### config.mk
export PLATFORM = sky130hd
export DESIGN_NAME = juice_tap
export DESIGN_NICKNAME = d
export VERILOG_FILES = /design/src/rtl/juice_tap.sv
export SDC_FILE = /design/constraint.sdc
export NUM_CORES = 1
export LEC_CHECK = 0
export BUFFER_PORTS_ARGS = -buffer_cell sky130_fd_sc_hd__clkbuf_2
export CORE_ASPECT_RATIO = 0.9
export CORE_UTILIZATION = 58
export DETAILED_ROUTE_END_ITERATION = 10
export GPL_TIMING_DRIVEN = 0
export PLACE_DENSITY = 0.84
export SLEW_MARGIN = 5
export SYNTH_ARGS = -nofsm -noshare
export SYNTH_HDL_FRONTEND = slang
export SYNTH_HIERARCHICAL = 1
export SYNTH_SLANG_ARGS = --single-unit
### constraint.sdc
create_clock -name clk -period 4.9 [get_ports clk]
set_input_delay 0.98 -clock clk [delete_from_list [all_inputs] [get_ports clk]]
set_output_delay 0.98 -clock clk [all_outputs]
set_load 0.01 [all_outputs]
### src/rtl/juice_tap.sv
// rtl/juice_tap.sv - juice counter step monitor with queued fruit events
// juice_tap ports:
//   clk          rising-edge clock
//   rst          synchronous active-low reset
//   juice[2:0]   monitored wrapping counter
//   fruit_valid  event queue head valid
//   fruit_ready  consumer accepts head
//   fruit_seq    head event sequence number (0 when empty)
//   total        events counted since reset
//   err          sticky illegal-step fault
//   overflow     sticky dropped-event flag
// juice_tap_fifo ports:
//   push/push_data  write request, accepted when not full or when popping
//   out_ready/out_valid/out_data  head handshake
//   drop            push rejected because full with no pop

module juice_tap_fifo #(
  parameter int W     = 16,
  parameter int DEPTH = 4
) (
  input  logic         clk,
  input  logic         rst,
  input  logic         push,
  input  logic [W-1:0] push_data,
  input  logic         out_ready,
  output logic         out_valid,
  output logic [W-1:0] out_data,
  output logic         drop
);
  localparam int PTR_W = $clog2(DEPTH);
  localparam logic [PTR_W:0] FULL_CNT = (PTR_W+1)'(DEPTH);

  logic [W-1:0]     mem_q [DEPTH];
  logic [W-1:0]     mem_d [DEPTH];
  logic [PTR_W-1:0] wr_ptr_q, wr_ptr_d;
  logic [PTR_W-1:0] rd_ptr_q, rd_ptr_d;
  logic [PTR_W:0]   count_q, count_d;
  logic             full, pop, wr_en;

  always_comb begin
    full      = (count_q == FULL_CNT);
    out_valid = (count_q != '0);
    pop       = out_valid && out_ready;
    // A pop in the same cycle frees the slot, so a full queue can still accept.
    wr_en     = push && (!full || pop);
    drop      = push && full && !pop;
    mem_d     = mem_q;
    wr_ptr_d  = wr_ptr_q;
    rd_ptr_d  = rd_ptr_q;
    count_d   = count_q;
    if (wr_en) begin
      mem_d[wr_ptr_q] = push_data;
      wr_ptr_d        = wr_ptr_q + 1'b1;
    end
    if (pop) begin
      rd_ptr_d = rd_ptr_q + 1'b1;
    end
    if (wr_en && !pop) begin
      count_d = count_q + 1'b1;
    end else if (pop && !wr_en) begin
      count_d = count_q - 1'b1;
    end
  end

  // Head comes straight from storage registers; no path from push_data or out_ready.
  assign out_data = out_valid ? mem_q[rd_ptr_q] : '0;

  always_ff @(posedge clk) begin
    if (!rst) begin
      wr_ptr_q <= '0;
      rd_ptr_q <= '0;
      count_q  <= '0;
    end else begin
      wr_ptr_q <= wr_ptr_d;
      rd_ptr_q <= rd_ptr_d;
      count_q  <= count_d;
    end
  end

  always_ff @(posedge clk) begin
    mem_q <= mem_d;
  end
endmodule

module juice_tap #(
  parameter int CNT_W      = 16,
  parameter int FIFO_DEPTH = 4
) (
  input  logic             clk,
  input  logic             rst,
  input  logic [2:0]       juice,
  output logic             fruit_valid,
  input  logic             fruit_ready,
  output logic [CNT_W-1:0] fruit_seq,
  output logic [CNT_W-1:0] total,
  output logic             err,
  output logic             overflow
);
  typedef enum logic [1:0] {
    ST_SYNC  = 2'd0,
    ST_TRACK = 2'd1,
    ST_FAULT = 2'd2
  } state_t;

  state_t           state_q, state_d;
  logic [2:0]       prev_q, prev_d;
  logic [CNT_W-1:0] total_q, total_d;
  logic             err_q, err_d;
  logic             overflow_q, overflow_d;
  logic [2:0]       delta;
  logic             step_evt, step_bad;
  logic             fifo_drop;

  // Modulo-8 difference; a decrement lands in 2..7 and is treated as illegal.
  assign delta = juice - prev_q;

  always_ff @(posedge clk) begin
    if (!rst) begin
      state_q <= ST_SYNC;
    end else begin
      state_q <= state_d;
    end
  end

  always_comb begin
    state_d = state_q;
    case (state_q)
      ST_SYNC:  state_d = ST_TRACK;
      ST_TRACK: if (delta >= 3'd2) state_d = ST_FAULT;
      ST_FAULT: state_d = ST_FAULT;
      default:  state_d = ST_SYNC;
    endcase
  end

  always_comb begin
    prev_d   = prev_q;
    step_evt = 1'b0;
    step_bad = 1'b0;
    case (state_q)
      ST_SYNC: begin
        prev_d = juice;
      end
      ST_TRACK: begin
        prev_d   = juice;
        step_evt = (delta == 3'd1);
        step_bad = (delta >= 3'd2);
      end
      default: begin
        prev_d = prev_q;
      end
    endcase
  end

  always_comb begin
    total_d    = step_evt ? total_q + 1'b1 : total_q;
    err_d      = err_q | step_bad;
    overflow_d = overflow_q | fifo_drop;
  end

  always_ff @(posedge clk) begin
    if (!rst) begin
      prev_q     <= '0;
      total_q    <= '0;
      err_q      <= 1'b0;
      overflow_q <= 1'b0;
    end else begin
      prev_q     <= prev_d;
      total_q    <= total_d;
      err_q      <= err_d;
      overflow_q <= overflow_d;
    end
  end

  // The event carries the pre-increment total as its sequence number.
  juice_tap_fifo #(
    .W     (CNT_W),
    .DEPTH (FIFO_DEPTH)
  ) u_fifo (
    .clk       (clk),
    .rst       (rst),
    .push      (step_evt),
    .push_data (total_q),
    .out_ready (fruit_ready),
    .out_valid (fruit_valid),
    .out_data  (fruit_seq),
    .drop      (fifo_drop)
  );

  assign total    = total_q;
  assign err      = err_q;
  assign overflow = overflow_q;
endmodule

==> run metrics, run 1 <==
commonest cells after routing, fill and taps aside=64 x edfxtp_1, 40 x clkbuf_2, 30 x dfxtp_1; CP Data Required Time=5190 ps; initial detailed-routing violation count=141; Synth cell types=41; RePlAce Congestion=0.826; layout cells sized above 1=0.271; EDFF count, synth=64; CP delay by family, top=adder cells; FFs w/ async S/R, synth=0; DIE HEIGHT=81.3 µm; CTS Buf Count=9; synth warn=6; initial antenna violation count=0; Crit Path Class=input port to flip-flop; Overflow after GRT=0; Setup Viol. Count Final=0; H-tree levels=3; hold path endpoint=state_q[1]$_SDFFE_PN0P_; DRC=0; Area contributors post-synth=edfxtp_1 47%, dfxtp_1 15%, mux4_2 8.9%, ha_1 2.8%, nor2b_4 2.7%; wire length per cell=17.0 µm; most common cell after layout, fill and taps aside=edfxtp_1; vias in the first global route=2,207; final net count=348; largest family of logic cells by synthesized area=simple AND/OR/NAND/NOR gates; Leak Pwr=1.53 nW; syn_area_per_cell=14.5 µm²; post-synthesis compound-gate area fraction=0.0467; R2R setup slack=1240 ps; Syn Inst Count=280; Post-Route WL=7.26 mm; worst path arrival time=4390 ps; CP startpoint kind=input port; XOR/XNOR Fraction of Synth Area=0.0253; final slew viol count=0; PostCTS Resize Cnt=0; Syn Std Cell Area=4050 µm²; Tot GR Track Use=0.214; Setup TNS Final=0 ps; Hold Crit Class=flip-flop to flip-flop; outcome=finished, final reports clean; largest net degree at the start of global routing=18; fillers=470; RSZ-0062 raised after global routing=no; CP max-delay cell=nor3_1; CP cell instances=clkbuf_2 > inv_1 > ha_1 > fa_1 > xor3_1 > clkbuf_1 > nor3_1 > nor2b_1 > clkbuf_1 > ha_1 > inv_1 > fa_1 > xor2_1 > or3_1 > a21boi_1; post-synthesis sequential area ratio=0.623; Post-DP Area=4360 µm²; Synth Area in Adders=0.0377; Slew @ Worst Pin=839 ps; Clock transition at path regs=90 ps; die area=7320 µm²; Critical Path Sink Type=flip-flop; crit path max fanout=10; DRT antenna net count=0; average via count per standard cell=5.58; predominant post-synthesis flop cell=edfxtp_1; antenna cells=0; mux cell area share after synthesis=0.0989; FF-to-FF Start=prev_q[0]$_SDFFE_PN0P_; Hold Path Origin=state_q[1]$_SDFFE_PN0P_; clk root buf=clkbuf_8; Clock Path Buffers=2; Pre-antenna DRT Iters=5; fmax=244 MHz; Final Hold Fails=0; Port Buf Inserts=40; post-synth net total=297; Cell Rows=28; Max stage delay on crit path=450 ps; area delta synth->final=13.4%; first-pass GRT wire length=11.5 mm; clk_lat worst skew=350 ps; post-synth top area cell=edfxtp_1; Synth Register Bits=94; clk_skew=2.82 ps; Buf+Inv Stages, Crit Path=5; R2R Path End=u_fifo/count_q[2]$_SDFFE_PN0P_; Finished Cell Area=4590 µm²; crit path time final=4100 ps; CTS tree=done; Core Area=6660 µm²; die width=90.1 µm; Worst VDD drop=0.000235 V; Max-Slew Margin vs Limit=0.441; area fraction of the dominant cell type after synthesis=0.475; MaxCap Viol Count=0; reg2reg path depth=13; IO Pins=41; Via Count=2,376; simple-gate share of the synthesized area=0.141; postcts setup bufs=0; hold buffers post-CTS=0; PwrDens=467 nW/µm²; worst hold path stage count=2; crit share post-route=0.837; Initial Util=0.608; CTS Sinks=94; dpl hpwl=4.82 mm
==> per-stage QoR <==
| step | setup WS [ps] | total power, mW | util | instances | hold slack [ps] |
|---|---|---|---|---|---|
| global route | 499 | 2.25 | 0.689 | 426 | 482 |
| CTS | 800 | 2.16 | 0.689 | 426 | 472 |
| finish | 801 | 2.14 | 0.689 | 426 | 467 |
| floorplan | 888 | 1.42 | - | 280 | 432 |
| global placement | 493 | 1.57 | 0.655 | 410 | 441 |
| detailed placement | 449 | 1.59 | 0.655 | 410 | 459 |
==> kinds of logic (layout without fill, tap and decap cells) <==
family / count (synthesis) / in the layout
flops: 94 / 94
simple gates: 91 / 91
compound gates: 33 / 33
buf+inv: 21 / 77
mux: 20 / 20
fa+ha+maj: 11 / 11
xor+xnor: 10 / 10
==> cells in the mapped netlist (3+ instances only) <==
master     n
a21oi_1   14
and2_1     8
clkbuf_1   4
dfxtp_1   30
edfxtp_1  64
ha_1       9
inv_1     11
mux2i_1    4
mux4_2    16
nand2_1   17
nand2b_1   3
nand3_1    8
nand4_1    3
nor2_1    11
nor2b_1    9
nor2b_4    8
nor3_1     5
nor4_1     4
o21ai_0   12
o31ai_1    3
or3_1      6
xnor2_1    8
==> worst max-delay path by stage <==
stage / from / endpoint / depth (start not counted)
after detailed placement: juice[0] / u_fifo/count_q[2]$_SDFFE_PN0P_ / 15
after global routing: juice[0] / u_fifo/count_q[2]$_SDFFE_PN0P_ / 15
after global placement: juice[0] / u_fifo/count_q[2]$_SDFFE_PN0P_ / 15
after floorplan: juice[0] / u_fifo/count_q[2]$_SDFFE_PN0P_ / 14
final: juice[0] / u_fifo/count_q[2]$_SDFFE_PN0P_ / 15
after CTS: juice[0] / u_fifo/count_q[2]$_SDFFE_PN0P_ / 15
==> worst reg2reg max path, stage by stage, from the launching register on <==
cell      delay (ps)
dfxtp_1          330
ha_1             190
fa_1             380
xor3_1           250
clkbuf_1         240
nor3_1           450
nor2b_1          180
clkbuf_1         280
ha_1             250
inv_1             60
fa_1             370
xor2_1           180
or3_1            310
a21boi_1         130
==> routing by layer <==
| metal | wire length (µm) | global-route usage | vias to the layer above |
|---|---|---|---|
| li1 | - | - | 1142 |
| met1 | 3150 | 0.290 | 1146 |
| met2 | 3590 | 0.352 | 80 |
| met3 | 416 | 0.0356 | 8 |
| met4 | 100 | 0.0839 | 0 |
| met5 | 0 | 0 | - |
==> final cells by class <==
class / instances / area, µm² / share of cell area
Sequential cell: 94 / 2520 / 0.550
Multi-Input combinational cell: 165 / 1420 / 0.309
Timing Repair Buffer: 40 / 200 / 0.0436
Clock buffer: 9 / 124 / 0.0270
Tap cell: 90 / 113 / 0.0245
Clock inverter: 7 / 105 / 0.0229
Buffer: 9 / 63.8 / 0.0139
Inverter: 12 / 45.0 / 0.00981
==> state kept, by name, summed over array words and instances, names as in the netlist <==
| name | flops |
|---|---|
| u_fifo/rd_ptr_q | 2 |
| total | 16 |
| prev_q | 3 |
| u_fifo/count_q | 3 |
| u_fifo/wr_ptr_q | 2 |
| overflow | 1 |
| u_fifo/mem_q | 64 |
| err | 1 |
| state_q | 2 |
==> report_power, final <==
group	internal, mW	switching, mW	total [mW]
Clock	0.295	0.278	0.573
Combinational	0.311	0.336	0.646
Sequential	0.885	0.0365	0.922
Total	1.49	0.650	2.14
Power figures use the tool's default switching activity.
==> inputs of run 2 (changes only) <==
--- a/config.mk
+++ b/config.mk
@@ -7,10 +7,10 @@
 export LEC_CHECK = 0
 export BUFFER_PORTS_ARGS = -buffer_cell sky130_fd_sc_hd__clkbuf_2
 export CORE_ASPECT_RATIO = 0.9
-export CORE_UTILIZATION = 58
+export CORE_UTILIZATION = 53
 export DETAILED_ROUTE_END_ITERATION = 10
 export GPL_TIMING_DRIVEN = 0
-export PLACE_DENSITY = 0.84
+export PLACE_DENSITY = 0.81
 export SLEW_MARGIN = 5
 export SYNTH_ARGS = -nofsm -noshare
 export SYNTH_HDL_FRONTEND = slang
==> constraint.sdc (replaced) <==
create_clock -name clk -period 3.7 [get_ports clk]
set_input_delay 0.74 -clock clk [delete_from_list [all_inputs] [get_ports clk]]
set_output_delay 0.74 -clock clk [all_outputs]
set_load 0.01 [all_outputs]
==> run metrics, run 2 (synthesis results as in run 1) <==
first-pass GRT wire length=12.0 mm (was 11.5 mm); Hold Path Origin=prev_q[0]$_SDFFE_PN0P_ (was state_q[1]$_SDFFE_PN0P_); initial antenna violation count=0 (unchanged); CP Data Required Time=4000 ps (was 5190 ps); vias in the first global route=2,338 (was 2,207); clk_lat worst skew=370 ps (was 350 ps); Critical Path Sink Type=flip-flop (unchanged); Clock transition at path regs=90 ps (about the same); crit share post-route=0.927; largest net degree at the start of global routing=19 (was 18); die area=7990 µm² (was 7320 µm²); layout cells sized above 1=0.278 (was 0.271); outcome=finished, final reports clean (unchanged); CP startpoint kind=input port (unchanged); R2R Path End=u_fifo/count_q[2]$_SDFFE_PN0P_ (unchanged); average via count per standard cell=5.57 (was 5.58); R2R setup slack=470 ps (was 1240 ps); reg2reg path depth=12 (was 13); wire length per cell=17.1 µm (was 17.0 µm); Total Power=2.72 mW (was 2.14 mW); Hold Crit Class=flip-flop to flip-flop (unchanged); MaxCap Viol Count=0 (unchanged); clk root buf=clkbuf_8 (unchanged); RePlAce Congestion=0.765 (was 0.826); CTS Sinks=94 (unchanged); RSZ-0062 raised after global routing=no (unchanged); fmax=292 MHz; final slew viol count=0 (unchanged); Via Count=2,384 (was 2,376); final net count=347 (was 348); postcts setup bufs=0 (unchanged); Overflow after GRT=0 (unchanged); antenna cells=0 (unchanged); clk_skew=13.1 ps (was 2.82 ps); Most flops, register=u_fifo/mem_q (unchanged); IO Pins=41 (unchanged); die width=94.1 µm (was 90.1 µm); Pre-antenna DRT Iters=4 (was 5); Leak Pwr=1.51 nW (was 1.53 nW); Setup TNS Final=0 ps (unchanged); FF-to-FF Start=prev_q[0]$_SDFFE_PN0P_ (unchanged); Worst VDD drop=0.000263 V (was 0.000235 V); Cell Rows=29 (was 28); Tot GR Track Use=0.206 (was 0.214); Slew @ Worst Pin=852 ps (was 839 ps); Clock Path Buffers=2 (unchanged); crit path time final=3430 ps; setup ws final=270 ps (was 801 ps); crit path max fanout=13 (was 10); PwrDens=597 nW/µm² (was 467 nW/µm²); H-tree levels=3 (unchanged); Final Hold Fails=0 (unchanged); CTS Buf Count=9 (unchanged); Max-Slew Margin vs Limit=0.432 (was 0.441); hold path endpoint=prev_q[0]$_SDFFE_PN0P_ (was state_q[1]$_SDFFE_PN0P_); worst path arrival time=3730 ps (was 4390 ps); DRT antenna net count=0 (unchanged); DRC=0 (unchanged); Crit Path Class=input port to flip-flop (unchanged); multi-input logic area=1430 µm² (was 1420 µm²); commonest cells after routing, fill and taps aside=64 x edfxtp_1, 41 x clkbuf_2, 30 x dfxtp_1 (was 64 x edfxtp_1, 40 x clkbuf_2, 30 x dfxtp_1); Core Area=7220 µm² (was 6660 µm²); most common cell after layout, fill and taps aside=edfxtp_1 (unchanged); area delta synth->final=12.7% (was 13.4%); initial detailed-routing violation count=135 (was 141); pre-CTS setup slack=-372 ps (was 449 ps); Post-Route WL=7.32 mm (was 7.26 mm); Initial Util=0.561 (was 0.608); fillers=533 (was 470); dpl hpwl=5.02 mm (was 4.82 mm); Register Area=2520 µm² (unchanged); CTS tree=done (unchanged); worst hold path stage count=2 (unchanged); Port Buf Inserts=40 (unchanged); DIE HEIGHT=84.9 µm (was 81.3 µm); max FFs per register=64 (unchanged); Setup Viol. Count Final=0 (unchanged)
[run 2: cell types whose count changed in the layout (fill, tap and decap cells not counted)]
cell,delta
inv_8,+2
nor3_4,+1
nor3_1,-1
inv_6,-1
clkinvlp_4,+1
bufinv_16,-2
clkbuf_2,+1
clkbuf_1,-2
[run 2: through the flow]
step           cell area, µm²  hold WS, ps  std cells   util
2_1_floorplan            4050          432        280      -
3_3_place_gp             4370          444        413  0.605
3_5_place_dp             4370          461        413  0.605
4_1_cts                  4570          473        429  0.632
5_1_grt                  4560          488        428  0.632
6_report                 4560          472        428  0.632
[run 2: layout make-up]
cell class              instances  share of cell area
multi-input cells             165               0.313
repair buffers                 40              0.0439
plain buffers                   8              0.0134
clock buffers                   9              0.0271
inverters                      12             0.00987
well taps                      93              0.0255
clock inverters                 7              0.0145
flip-flops and latches         94               0.553
[run 2: layer usage]
metal	wire length, µm	global-route usage	share of wire	vias to the layer above
li1	-	-	-	1142
met1	2960	0.270	0.40	1160
met2	3770	0.340	0.52	75
met3	484	0.0439	0.066	7
met4	97	0.0769	0.013	0
met5	0	0	0	-
[run 2: power breakdown]
group | total (mW) | leakage (nW) | switching, mW | internal, mW
registers | 1.22 | 0.748 | 0.0472 | 1.17
clock network | 0.648 | 0.0918 | 0.386 | 0.261
logic | 0.857 | 0.674 | 0.447 | 0.410
total | 2.72 | 1.51 | 0.880 | 1.84
[run 2: timing repair]
action / 4_1_cts / 5_1_grt
setup endpoints to repair: 1 / 1
hold buffers: 0 / 0
resized for setup: 1 / 2
[run 2: how the worst max path moves through the flow]
stage | end | depth (start not counted) | start | slack (ps)
6_report | u_fifo/count_q[2]$_SDFFE_PN0P_ | 14 | juice[0] | 270
5_1_grt | u_fifo/count_q[2]$_SDFFE_PN0P_ | 14 | juice[0] | 7
4_1_cts | u_fifo/count_q[2]$_SDFFE_PN0P_ | 15 | juice[0] | 30
3_5_place_dp | u_fifo/count_q[2]$_SDFFE_PN0P_ | 15 | juice[0] | -370
3_3_place_gp | u_fifo/count_q[2]$_SDFFE_PN0P_ | 15 | juice[0] | -330
2_1_floorplan | u_fifo/count_q[2]$_SDFFE_PN0P_ | 14 | juice[0] | 30
[run 2: critical path, stage by stage]
cell      delay [ps]
clkbuf_2          90
inv_1             40
ha_1             190
fa_1             380
xor3_1           390
nor3_4           300
nor2b_1          150
clkbuf_2         190
ha_1             200
inv_1             60
fa_1             370
xor2_1           170
or3_1            310
a21boi_1         140
==> inputs of run 3 (changes only) <==
==> constraint.sdc (replaced) <==
create_clock -name clk -period 3.7 [get_ports clk]
set_input_delay 0.555 -clock clk [delete_from_list [all_inputs] [get_ports clk]]
set_output_delay 0.555 -clock clk [all_outputs]
set_load 0.01 [all_outputs]
==> run metrics, run 3 (synthesis results as in run 1) <==
max FFs per register=64 (unchanged); initial detailed-routing violation count=168 (was 135); Critical Path Sink Type=flip-flop (unchanged); Overflow after GRT=0 (unchanged); CP cell instances=clkbuf_2 > inv_1 > ha_1 > fa_1 > xor3_1 > clkbuf_1 > nor3_4 > nor2b_1 > clkbuf_2 > ha_1 > inv_1 > fa_1 > xor2_1 > or3_1 > a21boi_1 (was clkbuf_2 > inv_1 > ha_1 > fa_1 > xor3_1 > nor3_4 > nor2b_1 > clkbuf_2 > ha_1 > inv_1 > fa_1 > xor2_1 > or3_1 > a21boi_1); outcome=finished, final reports clean (unchanged); dpl cells=413 (unchanged); Cell Rows=29 (unchanged); initial antenna violation count=0 (unchanged); first-pass GRT wire length=11.6 mm (was 12.0 mm); Crit Path Class=input port to flip-flop (unchanged); clk_skew=19.6 ps (was 13.1 ps); crit share post-route=0.926 (was 0.927); Register Area=2520 µm² (unchanged); clk_lat worst skew=370 ps (about the same); area delta synth->final=13.0% (was 12.7%); Slew @ Worst Pin=859 ps (was 852 ps); average via count per standard cell=5.58 (was 5.57); Port Buf Inserts=40 (unchanged); IO Pins=41 (unchanged); Non-Filler Instances=429 (was 428); wire length per cell=17.3 µm (was 17.1 µm); PwrDens=599 nW/µm² (was 597 nW/µm²); CTS tree=done (unchanged); DIE HEIGHT=84.9 µm (unchanged); Leak Pwr=1.52 nW (was 1.51 nW); vias in the first global route=2,334 (was 2,338); fillers=534 (was 533); Buf+Inv Stages, Crit Path=5 (was 4); CTS Buf Count=9 (unchanged); clk root buf=clkbuf_8 (unchanged); Hold Path Origin=juice[1] (was prev_q[0]$_SDFFE_PN0P_); RePlAce Congestion=0.746 (was 0.765); crit path time final=3420 ps (was 3430 ps); die width=94.1 µm (unchanged); commonest cells after routing, fill and taps aside=64 x edfxtp_1, 41 x clkbuf_2, 30 x dfxtp_1 (unchanged); Core Area=7220 µm² (unchanged); most common cell after layout, fill and taps aside=edfxtp_1 (unchanged); Max stage delay on crit path=390 ps (about the same); R2R Path End=u_fifo/count_q[2]$_SDFFE_PN0P_ (unchanged); antenna cells=0 (unchanged); worst path arrival time=3720 ps (was 3730 ps); MaxCap Viol Count=0 (unchanged); DRT antenna net count=0 (unchanged); Most flops, register=u_fifo/mem_q (unchanged); Tot GR Track Use=0.200 (was 0.206); Post-Route WL=7.40 mm (was 7.32 mm); Initial Util=0.561 (unchanged); reg2reg path depth=13 (was 12); final net count=348 (was 347); Clock Path Buffers=2 (unchanged); crit path max fanout=10 (was 13); Max-Slew Margin vs Limit=0.427 (was 0.432); Setup TNS Final=0 ps (unchanged); CP startpoint kind=input port (unchanged); CTS Sinks=94 (unchanged); multi-input logic area=1430 µm² (unchanged); CP delay by family, top=adder cells (unchanged); CP Data Required Time=3990 ps (was 4000 ps); Final Hold Fails=0 (unchanged); largest net degree at the start of global routing=20 (was 19); layout cells sized above 1=0.277 (was 0.278); H-tree levels=3 (unchanged); Clock transition at path regs=100 ps (was 90 ps); Via Count=2,394 (was 2,384); dpl hpwl=5.09 mm (was 5.02 mm); CP max-delay cell=fa_1 (was xor3_1); DRC=0 (unchanged); hold path endpoint=prev_q[1]$_SDFFE_PN0P_ (was prev_q[0]$_SDFFE_PN0P_); worst hold path stage count=3 (was 2); fmax=292 MHz (about the same); RSZ-0062 raised after global routing=no (unchanged); die area=7990 µm² (unchanged); Worst VDD drop=0.000300 V (was 0.000263 V); Pre-antenna DRT Iters=4 (unchanged); Hold Crit Class=input port to flip-flop (was flip-flop to flip-flop); final slew viol count=0 (unchanged); Setup Viol. Count Final=0 (unchanged); Layout Utilization=0.633 (was 0.632); postcts setup bufs=0 (unchanged); R2R setup slack=290 ps (was 470 ps); FF-to-FF Start=prev_q[0]$_SDFFE_PN0P_ (unchanged)
run 3: changes by cell type in the layout (fill, tap and decap cells not counted):
| cell | previous run | this run |
|---|---|---|
| clkbuf_1 | 2 | 3 |
| clkinv_8 | 0 | 1 |
| clkinvlp_4 | 2 | 1 |
| inv_6 | 1 | 2 |
| inv_8 | 3 | 2 |
run 3: final cells by class:
| class | count | area share |
|---|---|---|
| plain buffers | 9 | 0.0142 |
| clock buffers | 9 | 0.0271 |
| clock inverters | 7 | 0.0159 |
| inverters | 12 | 0.00985 |
| multi-input cells | 165 | 0.312 |
| flip-flops and latches | 94 | 0.552 |
| well taps | 93 | 0.0254 |
| repair buffers | 40 | 0.0438 |
run 3: stage by stage:
stage               hold slack [ps]  power, mW  setup slack (ps)  cell area [µm²]
floorplan                       432       1.88               113             4050
global route                    476       2.88               116             4570
finish                          458       2.74               275             4570
CTS                             448       2.76               104             4570
detailed placement              462       2.11              -420             4360
global placement                443       2.08              -295             4360
run 3: what timing repair did:
| action | CTS | global route |
|---|---|---|
| gates resized for setup | 1 | 2 |
| endpoints found under the setup margin | 1 | 1 |
| hold buffers | 0 | 0 |
run 3: worst min-delay path, cell delays in order:
cell	delay, ps
clkbuf_2	90
o21ai_0	60
a21oi_1	60
run 3: worst max-delay path by stage:
stage                           start                             end  slack [ps]  cells after the start
6_report                     juice[0]  u_fifo/count_q[2]$_SDFFE_PN0P_         280                     15
5_1_grt        prev_q[0]$_SDFFE_PN0P_  u_fifo/count_q[2]$_SDFFE_PN0P_         120                     13
4_1_cts                      juice[0]  u_fifo/count_q[2]$_SDFFE_PN0P_         100                     15
3_5_place_dp                 juice[0]  u_fifo/count_q[2]$_SDFFE_PN0P_        -420                     15
3_3_place_gp                 juice[0]  u_fifo/count_q[2]$_SDFFE_PN0P_        -290                     15
2_1_floorplan                juice[0]  u_fifo/count_q[2]$_SDFFE_PN0P_         110                     14
run 3: report_power, final:
part | internal [mW] | total (mW) | switching [mW]
sequential | 1.17 | 1.22 | 0.0468
combinational | 0.413 | 0.863 | 0.450
clock | 0.265 | 0.656 | 0.391
run 3: per-layer routing:
layer	vias to the layer above	global-route usage	share of wire
li1	1148	-	-
met1	1164	0.250	0.42
met2	73	0.344	0.51
met3	9	0.0448	0.061
met4	0	0.0671	0.012
met5	-	0	0
